### src/rtl/button_debounce_pkg.sv
// Shared board-level constants and the debounce FSM state encoding.
package button_debounce_pkg;

   localparam int CLK_HZ      = 12_000_000;
   localparam int DEBOUNCE_MS = 1;
   localparam int LONG_MS     = 500;

   // Defaults derived from the board clock: 1 ms debounce, 0.5 s long press.
   localparam int DEF_DEBOUNCE_CYCLES = (CLK_HZ / 1000) * DEBOUNCE_MS;
   localparam int DEF_LONG_CYCLES     = (CLK_HZ / 1000) * LONG_MS;

   typedef enum logic [1:0] {
      ST_IDLE         = 2'd0,
      ST_PRESS_WAIT   = 2'd1,
      ST_PRESSED      = 2'd2,
      ST_RELEASE_WAIT = 2'd3
   } state_t;

endpackage

### src/rtl/sync_2ff.sv
// Two-flop synchronizer for an asynchronous board input, with a selectable reset level.
module sync_2ff #(
   parameter logic RST_VAL = 1'b0
) (
   input  logic clk,
   input  logic rst,
   input  logic d,
   output logic q
);

   logic meta_p0;

   // Stage 0 catches the async input, stage 1 presents a settled value.
   always_ff @(posedge clk) begin
      if (rst) begin
         meta_p0 <= RST_VAL;
         q       <= RST_VAL;
      end else begin
         meta_p0 <= d;
         q       <= meta_p0;
      end
   end

endmodule

### src/rtl/button_debounce.sv
// Push-button conditioner: synchronize, debounce, and emit press/release/long-press
// pulses plus a wrapping press counter. All outputs are registered.
module button_debounce
   import button_debounce_pkg::*;
#(
   parameter int DEBOUNCE_CYCLES = DEF_DEBOUNCE_CYCLES,
   parameter int LONG_CYCLES     = DEF_LONG_CYCLES,
   parameter bit ACTIVE_LOW      = 1'b1,
   parameter int COUNT_W         = 2
) (
   input  logic               clk,
   input  logic               rst,
   input  logic               btn_pin,
   output logic               btn_level,
   output logic               btn_press,
   output logic               btn_release,
   output logic               btn_long,
   output logic [COUNT_W-1:0] press_count
);

   localparam int DEB_W  = $clog2(DEBOUNCE_CYCLES);
   localparam int LONG_W = $clog2(LONG_CYCLES + 1);

   // The wait-state entry sample counts as the first of DEBOUNCE_CYCLES samples,
   // so the transition happens when the counter already holds DEBOUNCE_CYCLES-2.
   localparam logic [DEB_W-1:0]  DEB_LAST  = DEB_W'(DEBOUNCE_CYCLES - 2);
   localparam logic [LONG_W-1:0] LONG_FIRE = LONG_W'(LONG_CYCLES - 1);
   localparam logic [LONG_W-1:0] LONG_MAX  = LONG_W'(LONG_CYCLES);

   // Long-press counter stops at LONG_CYCLES so btn_long can only fire once per press.
   function automatic logic [LONG_W-1:0] sat_inc(input logic [LONG_W-1:0] v);
      return (v == LONG_MAX) ? v : v + LONG_W'(1);
   endfunction

   logic pressed_raw;
   logic pressed_s;

   state_t              state, state_n;
   logic [DEB_W-1:0]    deb_cnt, deb_cnt_n;
   logic [LONG_W-1:0]   long_cnt, long_cnt_n;
   logic                level_n, press_n, release_n, long_n;
   logic [COUNT_W-1:0]  count_n;

   // Normalise polarity so 1 always means pressed; reset level 0 is "released".
   assign pressed_raw = btn_pin ^ ACTIVE_LOW;

   sync_2ff #(
      .RST_VAL (1'b0)
   ) u_sync (
      .clk (clk),
      .rst (rst),
      .d   (pressed_raw),
      .q   (pressed_s)
   );

   // State, counters and all outputs are registered together.
   always_ff @(posedge clk) begin
      if (rst) begin
         state       <= ST_IDLE;
         deb_cnt     <= '0;
         long_cnt    <= '0;
         btn_level   <= 1'b0;
         btn_press   <= 1'b0;
         btn_release <= 1'b0;
         btn_long    <= 1'b0;
         press_count <= '0;
      end else begin
         state       <= state_n;
         deb_cnt     <= deb_cnt_n;
         long_cnt    <= long_cnt_n;
         btn_level   <= level_n;
         btn_press   <= press_n;
         btn_release <= release_n;
         btn_long    <= long_n;
         press_count <= count_n;
      end
   end

   // Next-state and next-output logic; pulses default low every cycle.
   always_comb begin
      state_n    = state;
      deb_cnt_n  = deb_cnt;
      long_cnt_n = long_cnt;
      level_n    = btn_level;
      press_n    = 1'b0;
      release_n  = 1'b0;
      long_n     = 1'b0;
      count_n    = press_count;
      case (state)
         ST_IDLE: begin
            if (pressed_s) begin
               state_n   = ST_PRESS_WAIT;
               deb_cnt_n = '0;
            end
         end
         ST_PRESS_WAIT: begin
            if (!pressed_s) begin
               state_n = ST_IDLE;
            end else if (deb_cnt == DEB_LAST) begin
               state_n = ST_PRESSED;
               level_n = 1'b1;
               press_n = 1'b1;
               count_n = press_count + COUNT_W'(1);
            end else begin
               deb_cnt_n = deb_cnt + DEB_W'(1);
            end
         end
         ST_PRESSED: begin
            if (pressed_s) begin
               long_cnt_n = sat_inc(long_cnt);
               long_n     = (long_cnt == LONG_FIRE);
            end else begin
               // long_cnt is kept so a bounce back to PRESSED cannot re-arm btn_long.
               state_n   = ST_RELEASE_WAIT;
               deb_cnt_n = '0;
            end
         end
         ST_RELEASE_WAIT: begin
            if (pressed_s) begin
               state_n = ST_PRESSED;
            end else if (deb_cnt == DEB_LAST) begin
               state_n    = ST_IDLE;
               level_n    = 1'b0;
               release_n  = 1'b1;
               long_cnt_n = '0;
            end else begin
               deb_cnt_n = deb_cnt + DEB_W'(1);
            end
         end
         default: state_n = ST_IDLE;
      endcase
   end

endmodule

### config.mk
export PLATFORM = sky130hd
export DESIGN_NAME = button_debounce
export DESIGN_NICKNAME = d
export VERILOG_FILES = /design/src/rtl/button_debounce_pkg.sv /design/src/rtl/sync_2ff.sv /design/src/rtl/button_debounce.sv
export SDC_FILE = /design/constraint.sdc
export NUM_CORES = 1
export LEC_CHECK = 0
export ABC_CLOCK_PERIOD_IN_PS = 3200
export BUFFER_PORTS_ARGS = -buffer_cell sky130_fd_sc_hd__buf_2
export CORE_MARGIN = 2
export CORE_UTILIZATION = 30
export DETAILED_ROUTE_END_ITERATION = 10
export PLACE_DENSITY = 0.5
export SYNTH_ARGS = -nofsm -noshare
export SYNTH_HDL_FRONTEND = slang
export SYNTH_SLANG_ARGS = --single-unit
### constraint.sdc
create_clock -name clk -period 3.2 [get_ports clk]
set_input_delay 0 -clock clk [delete_from_list [all_inputs] [get_ports clk]]
set_output_delay 0 -clock clk [all_outputs]
set_load 0.02 [all_outputs]
==> key figures <==
Outcome
  – Status: complete, no violations

Synthesis
  – Area leader, netlist: dfxtp_1
  – Count of different cell masters after synthesis: 54
  – Largest cells by area after synthesis: dfxtp_1 (39%), nor2_1 (5.6%), nand2_1 (3.7%)
  – Register area share after synthesis: between 30% and 40%
  – Number of flops mapped to enable cells by yosys: 0
  – Cells after Synth: slightly below 300
  – Syn_nets: about 300
  – Synth Flop Type: dfxtp_1
  – Count leader, synth: dfxtp_1
  – Most frequent cells after synthesis: dfxtp_1 (47), nor2_1 (36), nand2_1 (24), nand3_1 (15), nor4_1 (14)
  – Ys async rst share: 0%
  – Flops & latches, synth: between 40 and 50
  – Mapped Area: around 2400 sq um
  – Share of the synthesized area in the top cell type: between 30% and 40%
  – Synth warn: 0
  – Mean post-synth cell area: approximately 8.4 sq um

Clock network
  – Total CTS buffers: 5
  – CTS tree: done
  – H-tree depth: 2
  – Clock Tree Buf Depth: 2
  – Clock sinks: between 40 and 50
  – Post-CTS Setup Bufs: 0
  – Later-pin clock latency in the skew report: approximately 0.31 ns
  – Clock Pin Slew Worst Setup and Hold Paths: 0.09 ns
  – Root Driver: clkbuf_8

Drt
  – Post-DR wirelength/cell: 15.15 microns
  – Met2 wire length: around 2600 microns
  – Antenna Nets Post-Route: 0
  – Initial drt markers: about 200
  – Top layer in use: met4
  – Detailed Routing Iterations Pass 1: 4
  – Met3 WL: slightly above 300 microns
  – M1 WL: a little over 3000 microns
  – Drc violations: 0
  – Routed WL: about 6100 microns
  – Drt via density: 5.525
  – Routed via count: around 2,200

Final layout
  – Share of cells above drive strength 1: 9.667%
  – Area Growth Syn to Fin: 10.74%
  – Post-Layout Cell Count: ~400
  – # diodes: 0
  – Fillers: 850
  – Net count reported at finish: roughly 310
  – Finished layout cell area: ~2700 sq um

Pwr
  – P per Cell Area: 371.3 nW/um^2
  – VDD IR max: 238.9 uV
  – Static Leak: 0.8539 nW

Placed design
  – PortBufs: 8
  – Dpl hpwl: around 4200 microns
  – Placed cell count: approximately 400
  – Global placement routability congestion: 0.8594
  – DP Area: roughly 2600 sq um

Worst setup path
  – Bufs and invs on worst path: 0
  – Top Family by Delay on Critical Path: simple AND/OR/NAND/NOR gates
  – Worst Setup Path Type: flop to flop
  – Critical-path top delay cell: or4_4
  – Slowest stage delay, CP: a little under 0.6 ns
  – Worst path cell trace: or4b_1 -> or4_4 -> o21ai_2 -> o21ai_0 -> o22a_1
  – CP startpoint kind: flop
  – CP endpoint kind: flop
  – CP Max Fanout: 15
  – CP arrival: 2.77 ns
  – CP Data Required Time: about 3.4 ns

GRT
  – GRT overflow: 0
  – Largest net degree at the start of global routing: 24
  – First-pass GRT wire length: just over 10,000 microns
  – Vias in the first global route: 2,097
  – Gr usage total: 14.64%
  – Initial antenna violation count: 0

Timing
  – Final setup viols: 0
  – Hold_ws: about 0.13 ns
  – Measured slew at the worst slew-check pin: roughly 0.84 ns
  – Fin. max-slew vios: 0
  – Final period utilization: 79.95%
  – Minimum clock period: approximately 2.6 ns
  – Relative slew slack: between 40% and 50%
  – Final TNS setup: 0 ns
  – FMAX: 390.9 MHz
  – Clk_skew: between 0.003 and 0.004 ns
  – Final Hold Fails: 0
  – RSZ-0062 raised after global routing: no

Floorplan
  – Starting density of the core: 31.19%
  – Area of the core: 7767 sq um
  – Total Die Area: just under 9000 sq um
  – Die height: about 94 microns
  – Die width: between 90 and 100 microns
  – I/O pin total: 9
  – Number of rows in the core area: 32

Flow run
  – Maxcap violations: 0

Hold path
  – Worst hold path type: primary input to flop
power by group:
part / leakage, nW / total [mW] / internal (mW) / switching, mW
logic: 0.428 / 0.0333 / 0.00941 / 0.0239
registers: 0.379 / 0.590 / 0.587 / 0.00261
clock network: 0.0470 / 0.373 / 0.170 / 0.203
metal layers:
metal	global-route usage, %	up-vias
met5	0	-
li1	-	1110
met4	5.918	0
met3	2.327	8
met2	22.56	60
met1	20.35	1043
kinds of logic (layout without fill, tap and decap cells):
group                    after synthesis  count (layout)  share of synthesized area, %
buffers and inverters                 19              29                         3.410
adder cells (fa/ha/maj)                4               4                         2.066
AND/OR/NAND/NOR                      141             141                         31.25
flip-flops                            47              47                         38.84
XOR/XNOR                              13              13                         4.700
multiplexers                           4               4                         1.756
AO/OA/AOI/OAI                         62              62                         17.98
sequential cells by signal, indices dropped and copies added, names as in the netlist, named ones only:
register,cells
long_cnt,23
deb_cnt,14
press_count,2
btn_level,1
btn_long,1
btn_press,1
btn_release,1
state,1
u_sync.meta_p0,1
u_sync.q,1
area by class of cell:
type                            instances  area (sq um)  area share [%]
Tap cell                              102         127.6           4.757
Clock inverter                          1         5.005          0.1866
Sequential cell                        47         940.9           35.07
Multi-Input combinational cell        224          1405           52.38
Timing Repair Buffer                   15         95.09           3.545
Clock buffer                            6         82.58           3.078
Inverter                                7         26.28          0.9795
metrics by stage:
stage          util, %  worst slack, ns  power [mW]
2_1_floorplan        -           0.9322      0.6239
5_1_grt          34.54           0.4410       1.028
6_report         34.54           0.6416      0.9960
3_3_place_gp     33.28           0.6598      0.6358
3_5_place_dp     33.28           0.6298      0.6360
4_1_cts          34.54           0.6335       1.010
worst reg2reg max path, stage by stage (launching register included):
cell,delay (ns)
dfxtp_1,0.39
or4b_1,0.52
or4_4,0.58
o21ai_2,0.58
o21ai_0,0.19
o22a_1,0.20
layout by cell type (no fill, tap or decap), types with 3 or more instances in the layout:
cell,n
nand3b_1,5
inv_1,7
nand3_1,15
dfxtp_1,47
a31oi_1,5
nor2b_1,3
xor2_1,3
nor4b_1,4
nor2_1,36
nand4_1,7
a21oi_1,9
a311oi_1,3
clkbuf_8,6
buf_4,6
o211ai_1,3
o311ai_0,4
buf_2,8
nor3_1,8
ha_1,4
nand4b_1,3
nand2_1,24
o31ai_1,7
xnor2_1,10
nor4_1,13
o22a_1,3
o21ai_0,11
and3_1,5
final timing paths:
check,slack (ns),end,cells past startpoint,start
hold / removal,0.13,deb_cnt[6]$_SDFFE_PP0P_,2,rst
setup reg to reg,0.64,long_cnt[18]$_SDFFE_PP0P_,5,long_cnt[12]$_SDFFE_PP0P_
setup / recovery,0.64,long_cnt[18]$_SDFFE_PP0P_,5,long_cnt[12]$_SDFFE_PP0P_
hold reg to reg,0.44,u_sync.q$_SDFF_PP0_,1,u_sync.meta_p0$_SDFF_PP0_
repair_timing:
item,CTS,global route
hold buffers,1,0
hold endpoints to repair,1,0
resized for setup,0,0
Note: power is estimated with default switching activity, not from simulation.
